## config.mk

```make
export PLATFORM = sky130hd
export DESIGN_NAME = bram_session_ctrl
export DESIGN_NICKNAME = d
export VERILOG_FILES = /design/src/rtl/bram_session_pkg.sv /design/src/rtl/bram_word_seq.sv /design/src/rtl/bram_session_ctrl.sv
export SDC_FILE = /design/constraint.sdc
export NUM_CORES = 1
export LEC_CHECK = 0
export ABC_AREA = 1
export BUFFER_PORTS_ARGS = -buffer_cell sky130_fd_sc_hd__buf_2
export CAP_MARGIN = 30
export CELL_PAD_IN_SITES_DETAIL_PLACEMENT = 2
export CELL_PAD_IN_SITES_GLOBAL_PLACEMENT = 2
export CORE_AREA = 4 4 159 161
export CTS_BUF_LIST = sky130_fd_sc_hd__clkbuf_8 sky130_fd_sc_hd__clkbuf_16
export DETAILED_ROUTE_END_ITERATION = 6
export DIE_AREA = 0 0 163 165
export PLACE_DENSITY = 0.95
export RECOVER_POWER = 25
export SKIP_LAST_GASP = 1
export SLEW_MARGIN = 5
export SYNTH_ARGS = -nofsm -noshare
export SYNTH_HDL_FRONTEND = slang
export SYNTH_SLANG_ARGS = --single-unit
```

## constraint.sdc

```tcl
create_clock -name CPU_CLK -period 5.31 [get_ports CPU_CLK]
set_input_delay 0.2655 -clock CPU_CLK [delete_from_list [all_inputs] [get_ports CPU_CLK]]
set_output_delay 0.2655 -clock CPU_CLK [all_outputs]
set_load 0.02 [all_outputs]
```

## src/rtl/bram_session_pkg.sv

```systemverilog
// Shared types and constants for the debug-BRAM session controller.
package bram_session_pkg;

    localparam int          WORD_W    = 32;
    localparam logic [3:0]  WE_ALL    = 4'b1111;
    localparam logic [31:0] ADDR_STEP = 32'd4;

    typedef enum logic [2:0] {
        ST_IDLE,
        ST_LOAD_D,
        ST_LOAD_I,
        ST_CORE_RST,
        ST_RUN,
        ST_DUMP_D,
        ST_DUMP_I,
        ST_DONE
    } state_t;

endpackage

```

## src/rtl/bram_word_seq.sv

```systemverilog
// Word index counter, byte-address generator and one-cycle read-capture
// register shared by whichever RAM port the controller currently owns.
module bram_word_seq
    import bram_session_pkg::*;
#(
    parameter int WORDS = 4096
) (
    input  logic              clk,
    input  logic              rst_n,
    input  logic              clr,
    input  logic              inc,
    input  logic              launch,
    input  logic [WORD_W-1:0] rd,
    output logic [WORD_W-1:0] addr,
    output logic [WORD_W-1:0] data,
    output logic              at_last
);

    localparam int IDX_W = (WORDS > 1) ? $clog2(WORDS) : 1;

    logic [IDX_W-1:0]  idx;
    logic              fresh;
    logic [WORD_W-1:0] hold;

    // Word index: cleared at region boundaries, stepped per accepted word.
    always_ff @(posedge clk or negedge rst_n) begin
        if (!rst_n) begin
            idx <= '0;
        end else if (clr) begin
            idx <= '0;
        end else if (inc) begin
            idx <= idx + IDX_W'(1);
        end
    end

    // fresh marks the cycle right after an address cycle, when rd is valid;
    // the value is latched so it stays put while the consumer stalls.
    always_ff @(posedge clk or negedge rst_n) begin
        if (!rst_n) begin
            fresh <= 1'b0;
            hold  <= '0;
        end else begin
            fresh <= launch;
            if (fresh) begin
                hold <= rd;
            end
        end
    end

    assign addr    = WORD_W'(idx) * ADDR_STEP;
    assign data    = fresh ? rd : hold;
    assign at_last = (idx == IDX_W'(WORDS - 1));

endmodule

```

## src/rtl/bram_session_ctrl.sv

```systemverilog
// Session controller for the RV32Core debug BRAM ports: loads Data then
// Instruction RAM from a stream, pulses core reset, runs the core for a
// fixed budget, then dumps both RAMs word by word.
module bram_session_ctrl
    import bram_session_pkg::*;
#(
    parameter int WORDS      = 4096,
    parameter int RUN_CYCLES = 200000,
    parameter int RST_CYCLES = 5
) (
    input  logic        CPU_CLK,
    input  logic        CPU_RST_N,
    input  logic        start,
    input  logic        ld_valid,
    output logic        ld_ready,
    input  logic [31:0] ld_data,
    input  logic        ld_last,
    output logic        dp_valid,
    input  logic        dp_ready,
    output logic [31:0] dp_data,
    output logic        dp_last,
    output logic        core_rst,
    output logic [31:0] dram_a2,
    output logic [31:0] iram_a2,
    output logic [31:0] dram_wd2,
    output logic [31:0] iram_wd2,
    output logic [3:0]  dram_we2,
    output logic [3:0]  iram_we2,
    input  logic [31:0] dram_rd2,
    input  logic [31:0] iram_rd2,
    output logic        busy,
    output logic        done
);

    localparam logic [31:0] RST_LAST = 32'(RST_CYCLES - 1);
    localparam logic [31:0] RUN_LAST = 32'(RUN_CYCLES - 1);

    state_t      state;
    logic [31:0] cnt;

    logic        idle_like;
    logic        dump_st;
    logic        beat;
    logic        load_end;
    logic        hs;
    logic        run_end;
    logic        seq_clr;
    logic        seq_inc;
    logic        seq_launch;
    logic        seq_last;
    logic [31:0] seq_addr;
    logic [31:0] seq_data;
    logic [31:0] rd_sel;
    logic        dram_own;
    logic        iram_own;

    assign idle_like = (state == ST_IDLE) || (state == ST_DONE);
    assign dump_st   = (state == ST_DUMP_D) || (state == ST_DUMP_I);
    // ld_ready is only ever high in the two load states
    assign beat      = ld_valid && ld_ready;
    assign load_end  = beat && (ld_last || seq_last);
    assign hs        = dump_st && dp_valid && dp_ready;
    assign run_end   = (state == ST_RUN) && (cnt == RUN_LAST);

    assign seq_clr    = (idle_like && start) || load_end || run_end || (hs && seq_last);
    assign seq_inc    = (beat && !load_end) || (hs && !seq_last);
    // In a dump state, dp_valid low means this is the address cycle.
    assign seq_launch = dump_st && !dp_valid;
    assign rd_sel     = (state == ST_DUMP_I) ? iram_rd2 : dram_rd2;

    bram_word_seq #(
        .WORDS (WORDS)
    ) u_seq (
        .clk     (CPU_CLK),
        .rst_n   (CPU_RST_N),
        .clr     (seq_clr),
        .inc     (seq_inc),
        .launch  (seq_launch),
        .rd      (rd_sel),
        .addr    (seq_addr),
        .data    (seq_data),
        .at_last (seq_last)
    );

    // Port-2 mux: only the RAM owned by the current state sees the address;
    // writes happen combinationally in the beat's transfer cycle.
    assign dram_own = (state == ST_LOAD_D) || (state == ST_DUMP_D);
    assign iram_own = (state == ST_LOAD_I) || (state == ST_DUMP_I);
    assign dram_a2  = dram_own ? seq_addr : '0;
    assign iram_a2  = iram_own ? seq_addr : '0;
    assign dram_we2 = ((state == ST_LOAD_D) && beat) ? WE_ALL : '0;
    assign iram_we2 = ((state == ST_LOAD_I) && beat) ? WE_ALL : '0;
    assign dram_wd2 = ((state == ST_LOAD_D) && beat) ? ld_data : '0;
    assign iram_wd2 = ((state == ST_LOAD_I) && beat) ? ld_data : '0;
    assign dp_data  = seq_data;

    // Session FSM with registered handshake and status outputs.
    always_ff @(posedge CPU_CLK or negedge CPU_RST_N) begin
        if (!CPU_RST_N) begin
            state    <= ST_IDLE;
            cnt      <= '0;
            ld_ready <= 1'b0;
            dp_valid <= 1'b0;
            dp_last  <= 1'b0;
            core_rst <= 1'b1;
            busy     <= 1'b0;
            done     <= 1'b0;
        end else begin
            case (state)
                ST_IDLE, ST_DONE: begin
                    if (start) begin
                        state    <= ST_LOAD_D;
                        ld_ready <= 1'b1;
                        busy     <= 1'b1;
                        done     <= 1'b0;
                    end
                end
                ST_LOAD_D: begin
                    if (load_end) begin
                        state <= ST_LOAD_I;
                    end
                end
                ST_LOAD_I: begin
                    if (load_end) begin
                        state    <= ST_CORE_RST;
                        ld_ready <= 1'b0;
                        core_rst <= 1'b1;
                        cnt      <= '0;
                    end
                end
                ST_CORE_RST: begin
                    if (cnt == RST_LAST) begin
                        state    <= ST_RUN;
                        core_rst <= 1'b0;
                        cnt      <= '0;
                    end else begin
                        cnt <= cnt + 32'd1;
                    end
                end
                ST_RUN: begin
                    if (run_end) begin
                        state    <= ST_DUMP_D;
                        core_rst <= 1'b1;
                    end else begin
                        cnt <= cnt + 32'd1;
                    end
                end
                ST_DUMP_D, ST_DUMP_I: begin
                    if (!dp_valid) begin
                        dp_valid <= 1'b1;
                        dp_last  <= (state == ST_DUMP_I) && seq_last;
                    end else if (dp_ready) begin
                        dp_valid <= 1'b0;
                        dp_last  <= 1'b0;
                        if (seq_last) begin
                            if (state == ST_DUMP_D) begin
                                state <= ST_DUMP_I;
                            end else begin
                                state <= ST_DONE;
                                busy  <= 1'b0;
                                done  <= 1'b1;
                            end
                        end
                    end
                end
                default: begin
                    state <= ST_IDLE;
                end
            endcase
        end
    end

endmodule

```

==> flow_results.xml <==
<?xml version="1.0" encoding="UTF-8"?>
<metrics>
  <group name="floorplan">
    <metric name="floorplan.die.width" unit="um">163</metric>
    <metric name="floorplan.die.height" unit="um">165</metric>
    <metric name="core" unit="um^2">24000</metric>
    <metric name="floorplan.initialDensity" unit="">0.256</metric>
    <metric name="design.die.area" unit="um^2">26900</metric>
    <metric name="floorplan.rows" unit="">57</metric>
    <metric name="design.portCount" unit="">276</metric>
  </group>
  <group name="sta">
    <metric name="slew-limit-headroom" unit="">-0.475</metric>
    <metric name="grt_setup_unrepaired" unit="">no</metric>
    <metric name="fmax" unit="GHz">0.286</metric>
    <metric name="final_max_slew_viol_count" unit="">35</metric>
    <metric name="timing.final.setup_violations" unit="">0</metric>
    <metric name="period_minus_slack" unit="ns">3.50</metric>
    <metric name="fin_setup_tns" unit="ns">0</metric>
    <metric name="max_slew.worst_pin.slew" unit="ns">2.21</metric>
    <metric name="setup_slack" unit="ns">1.81</metric>
    <metric name="timing_hold_violations_final" unit="">0</metric>
    <metric name="post-route-period-util" unit="">0.660</metric>
    <metric name="worst_clock_skew" unit="ns">0.0137</metric>
  </group>
  <group name="synthesis">
    <metric name="number_of_enable_type_register_cells_in_the_synthesized_netlist" unit="">0</metric>
    <metric name="yosys.cell_types.count" unit="">33</metric>
    <metric name="synth_area" unit="um^2">6130</metric>
    <metric name="yosys.area.top_type" unit="">sky130_fd_sc_hd__dfrtp_1</metric>
    <metric name="post_synth_and_or_nand_nor_area_fraction" unit="">0.360</metric>
    <metric name="synth_async_sr_flop_share" unit="">1.00</metric>
    <metric name="netlist_instances" unit="">940</metric>
    <metric name="yosysWarningCount" unit="">0</metric>
    <metric name="synth_top_area_share" unit="">0.347</metric>
    <metric name="synth-compound-area-share" unit="">0.101</metric>
    <metric name="yosys_register_bits" unit="">86</metric>
    <metric name="yosysSeqAreaShare" unit="">0.351</metric>
    <metric name="main_synth_ff_type" unit="">sky130_fd_sc_hd__dfrtp_1</metric>
    <metric name="mux_contribution_to_synthesized_area" unit="">0</metric>
    <metric name="synth.avg_cell_area" unit="um^2">6.52</metric>
    <metric name="dominant_combinational_cell_family_by_area_after_synthesis" unit="">simple AND/OR/NAND/NOR gates</metric>
    <metric name="xor_xnor_portion_of_the_synthesized_cell_area" unit="">0.0214</metric>
    <metric name="post_synth_fa_ha_maj_area_fraction" unit="">0.00612</metric>
    <metric name="synth.area.top_cells" unit="">sky130_fd_sc_hd__dfrtp_1, sky130_fd_sc_hd__nand2_1, sky130_fd_sc_hd__nor2_1</metric>
  </group>
  <group name="outcome">
    <metric name="violated_checks" unit="">max-capacitance violations, max-slew violations</metric>
    <metric name="outcome" unit="">finished, violations left</metric>
  </group>
  <group name="placed_design">
    <metric name="dpl-instance-area" unit="um^2">7410</metric>
    <metric name="gp_routability_congestion" unit="">0.838</metric>
    <metric name="numPortBuffers" unit="">235</metric>
    <metric name="post-dp-hpwl" unit="um">23500</metric>
    <metric name="pre_cts_slack" unit="ns">2.23</metric>
  </group>
  <group name="clock_network">
    <metric name="ctsLongestPathBuffers" unit="">2</metric>
    <metric name="cts_root_buffer" unit="">sky130_fd_sc_hd__clkbuf_16</metric>
    <metric name="clkSinkCount" unit="">86</metric>
    <metric name="clk_pin_slew" unit="ns">0.07</metric>
    <metric name="insertion_delay" unit="ns">0.37</metric>
    <metric name="cts_buffers" unit="">9</metric>
    <metric name="clock_tree_from_tritoncts" unit="">done</metric>
    <metric name="h-tree-depth" unit="">3</metric>
    <metric name="post_cts.resized_instances" unit="">0</metric>
  </group>
  <group name="global_routing">
    <metric name="grt_antenna_before_repair" unit="">1</metric>
    <metric name="via_count_of_the_first_global_routing_pass" unit="">8160</metric>
    <metric name="global_route_wire_length_before_repair" unit="um">45700</metric>
    <metric name="grtUsageTotal" unit="">0.218</metric>
    <metric name="maximum_number_of_pins_on_one_net_before_global_route_repair" unit="">54</metric>
    <metric name="globalRoute.totalOverflow" unit="">0</metric>
  </group>
  <group name="worst_setup_path">
    <metric name="worst_setup_path_end_kind" unit="">async pin</metric>
    <metric name="critPathLaunchType" unit="">input pin</metric>
    <metric name="required" unit="ns">5.53</metric>
    <metric name="worst-path-max-fanout" unit="">53</metric>
    <metric name="timing_worst_setup_path_type" unit="">in -&gt; async</metric>
    <metric name="critical_path_arrival" unit="ns">3.72</metric>
  </group>
  <group name="drt">
    <metric name="drt-pass1-iter-count" unit="">5</metric>
    <metric name="wirelength" unit="um">30400</metric>
    <metric name="drc_errors" unit="">0</metric>
    <metric name="ant_nets" unit="">0</metric>
    <metric name="drt-initial-drc-count" unit="">322</metric>
    <metric name="avgRoutedWirePerCell" unit="um">20.5</metric>
    <metric name="route.detailed.vias_per_inst" unit="">4.88</metric>
    <metric name="vias" unit="">7231</metric>
  </group>
  <group name="layout">
    <metric name="layout-drive-gt1-share" unit="">0.235</metric>
    <metric name="layout_commonest_cell" unit="">sky130_fd_sc_hd__nand2_1</metric>
    <metric name="finish.instance_area" unit="um^2">7750</metric>
    <metric name="final.fill_count" unit="">2952</metric>
    <metric name="final_nets" unit="">1257</metric>
    <metric name="fin_util" unit="">0.323</metric>
    <metric name="area_growth" unit="%">26.4</metric>
    <metric name="commonest_cells_after_routing_fill_and_taps_aside" unit="">sky130_fd_sc_hd__nand2_1, sky130_fd_sc_hd__buf_2, sky130_fd_sc_hd__nor2_1, sky130_fd_sc_hd__inv_1, sky130_fd_sc_hd__dfrtp_1</metric>
  </group>
  <group name="pwr">
    <metric name="cellLeakagePower" unit="nW">4.20</metric>
    <metric name="power_density" unit="nW/um^2">498</metric>
    <metric name="ir_drop" unit="uV">203</metric>
  </group>
  <group name="run">
    <metric name="max_cap_violations" unit="">1</metric>
  </group>
  <group name="worst_hold_path">
    <metric name="hold_path.class" unit="">in -&gt; reg</metric>
  </group>
</metrics>
## worst paths after layout
check | from | cells past startpoint | end | slack (ns)
setup / recovery | CPU_RST_N | 3 | u_seq.hold[19] | 1.81
min in group asynchronous | CPU_RST_N | 2 | cnt[7] | 1.11
hold / removal | dram_rd2[15] | 3 | u_seq.hold[15] | 0.19
setup reg to reg | state[0] | 9 | cnt[5] | 2.44
max in group CPU_CLK | state[1] | 10 | dp_data[3] | 1.81
hold reg to reg | core_rst | 2 | core_rst | 0.47
## cell families (layout without fill, tap and decap cells)
kind of cell | count (synthesis) | count (layout)
fa+ha+maj | 3 | 3
flops | 86 | 86
compound gates | 100 | 100
simple gates | 533 | 533
other cells | 1 | 41
buf+inv | 202 | 380
xor+xnor | 15 | 15
## cells in the mapped netlist (4+ instances only)
library cell / count
sky130_fd_sc_hd__clkbuf_1: 24
sky130_fd_sc_hd__nor2_2: 5
sky130_fd_sc_hd__nand3_1: 50
sky130_fd_sc_hd__buf_2: 6
sky130_fd_sc_hd__a21oi_1: 4
sky130_fd_sc_hd__dfrtp_1: 85
sky130_fd_sc_hd__nand2_2: 4
sky130_fd_sc_hd__inv_1: 119
sky130_fd_sc_hd__nand3_2: 4
sky130_fd_sc_hd__o21ai_1: 18
sky130_fd_sc_hd__buf_4: 46
sky130_fd_sc_hd__nor2_1: 190
sky130_fd_sc_hd__nor3_1: 13
sky130_fd_sc_hd__nand2_1: 241
sky130_fd_sc_hd__nand4_1: 21
sky130_fd_sc_hd__o211ai_1: 22
sky130_fd_sc_hd__xor2_1: 15
sky130_fd_sc_hd__o21bai_1: 5
sky130_fd_sc_hd__a31oi_1: 32
sky130_fd_sc_hd__o21ai_0: 16
## routing by layer
layer	part of all wire	up-vias	wire length [um]	GRT usage
met5	0.00023	-	7	0
met4	0.030	2	912	0.0812
met3	0.054	62	1630	0.0482
met2	0.54	243	16300	0.409
met1	0.38	3618	11500	0.239
li1	-	3306	-	-
## cell type report
class / count / area [um^2] / share of cell area
timing repair buffer: 244 / 1300 / 0.168
multi-input combinational: 691 / 3150 / 0.406
clock inverter: 7 / 61.3 / 0.00791
inverter: 120 / 450 / 0.0581
sequential: 86 / 2150 / 0.278
tap: 324 / 405 / 0.0523
clock buffer: 9 / 225 / 0.0291
antenna: 1 / 2.50 / 0.000323
## metrics by stage
step	hold slack [ns]	cells	total power (W)
finish	0.187	1482	0.00386
detailed placement	0.281	1462	0.00315
CTS	0.184	1479	0.00385
floorplan	-0.0301	979	0.00241
global placement	0.261	1459	0.00291
global route	0.200	1481	0.00410
## worst max-delay path, cell delays in order
cell	delay (ns)
sky130_fd_sc_hd__dlygate4sd3_1	0.54
sky130_fd_sc_hd__clkbuf_1	1.57
sky130_fd_sc_hd__clkbuf_2	1.29
## power breakdown
group          internal [W]  leakage (nW)  switching [W]
logic              0.000538          2.99        0.00152
registers          0.000885          1.06       0.000248
clock network      0.000330         0.142       0.000332
total               0.00175          4.20        0.00210
## what timing repair did
item / 4_1_cts / 5_1_grt
buffers inserted: 0 / 0
hold buffers: 1 / 0
hold endpoints to repair: 33 / 0
## registers in the layout, indices dropped and copies added, names as in the netlist
| name | flops |
|---|---|
| busy | 1 |
| cnt | 32 |
| core_rst | 1 |
| done | 1 |
| dp_last | 1 |
| dp_valid | 1 |
| ld_ready | 1 |
| state | 3 |
| u_seq.fresh | 1 |
| u_seq.hold | 32 |
| u_seq.idx | 12 |
Note: power is estimated with default switching activity, not from simulation.
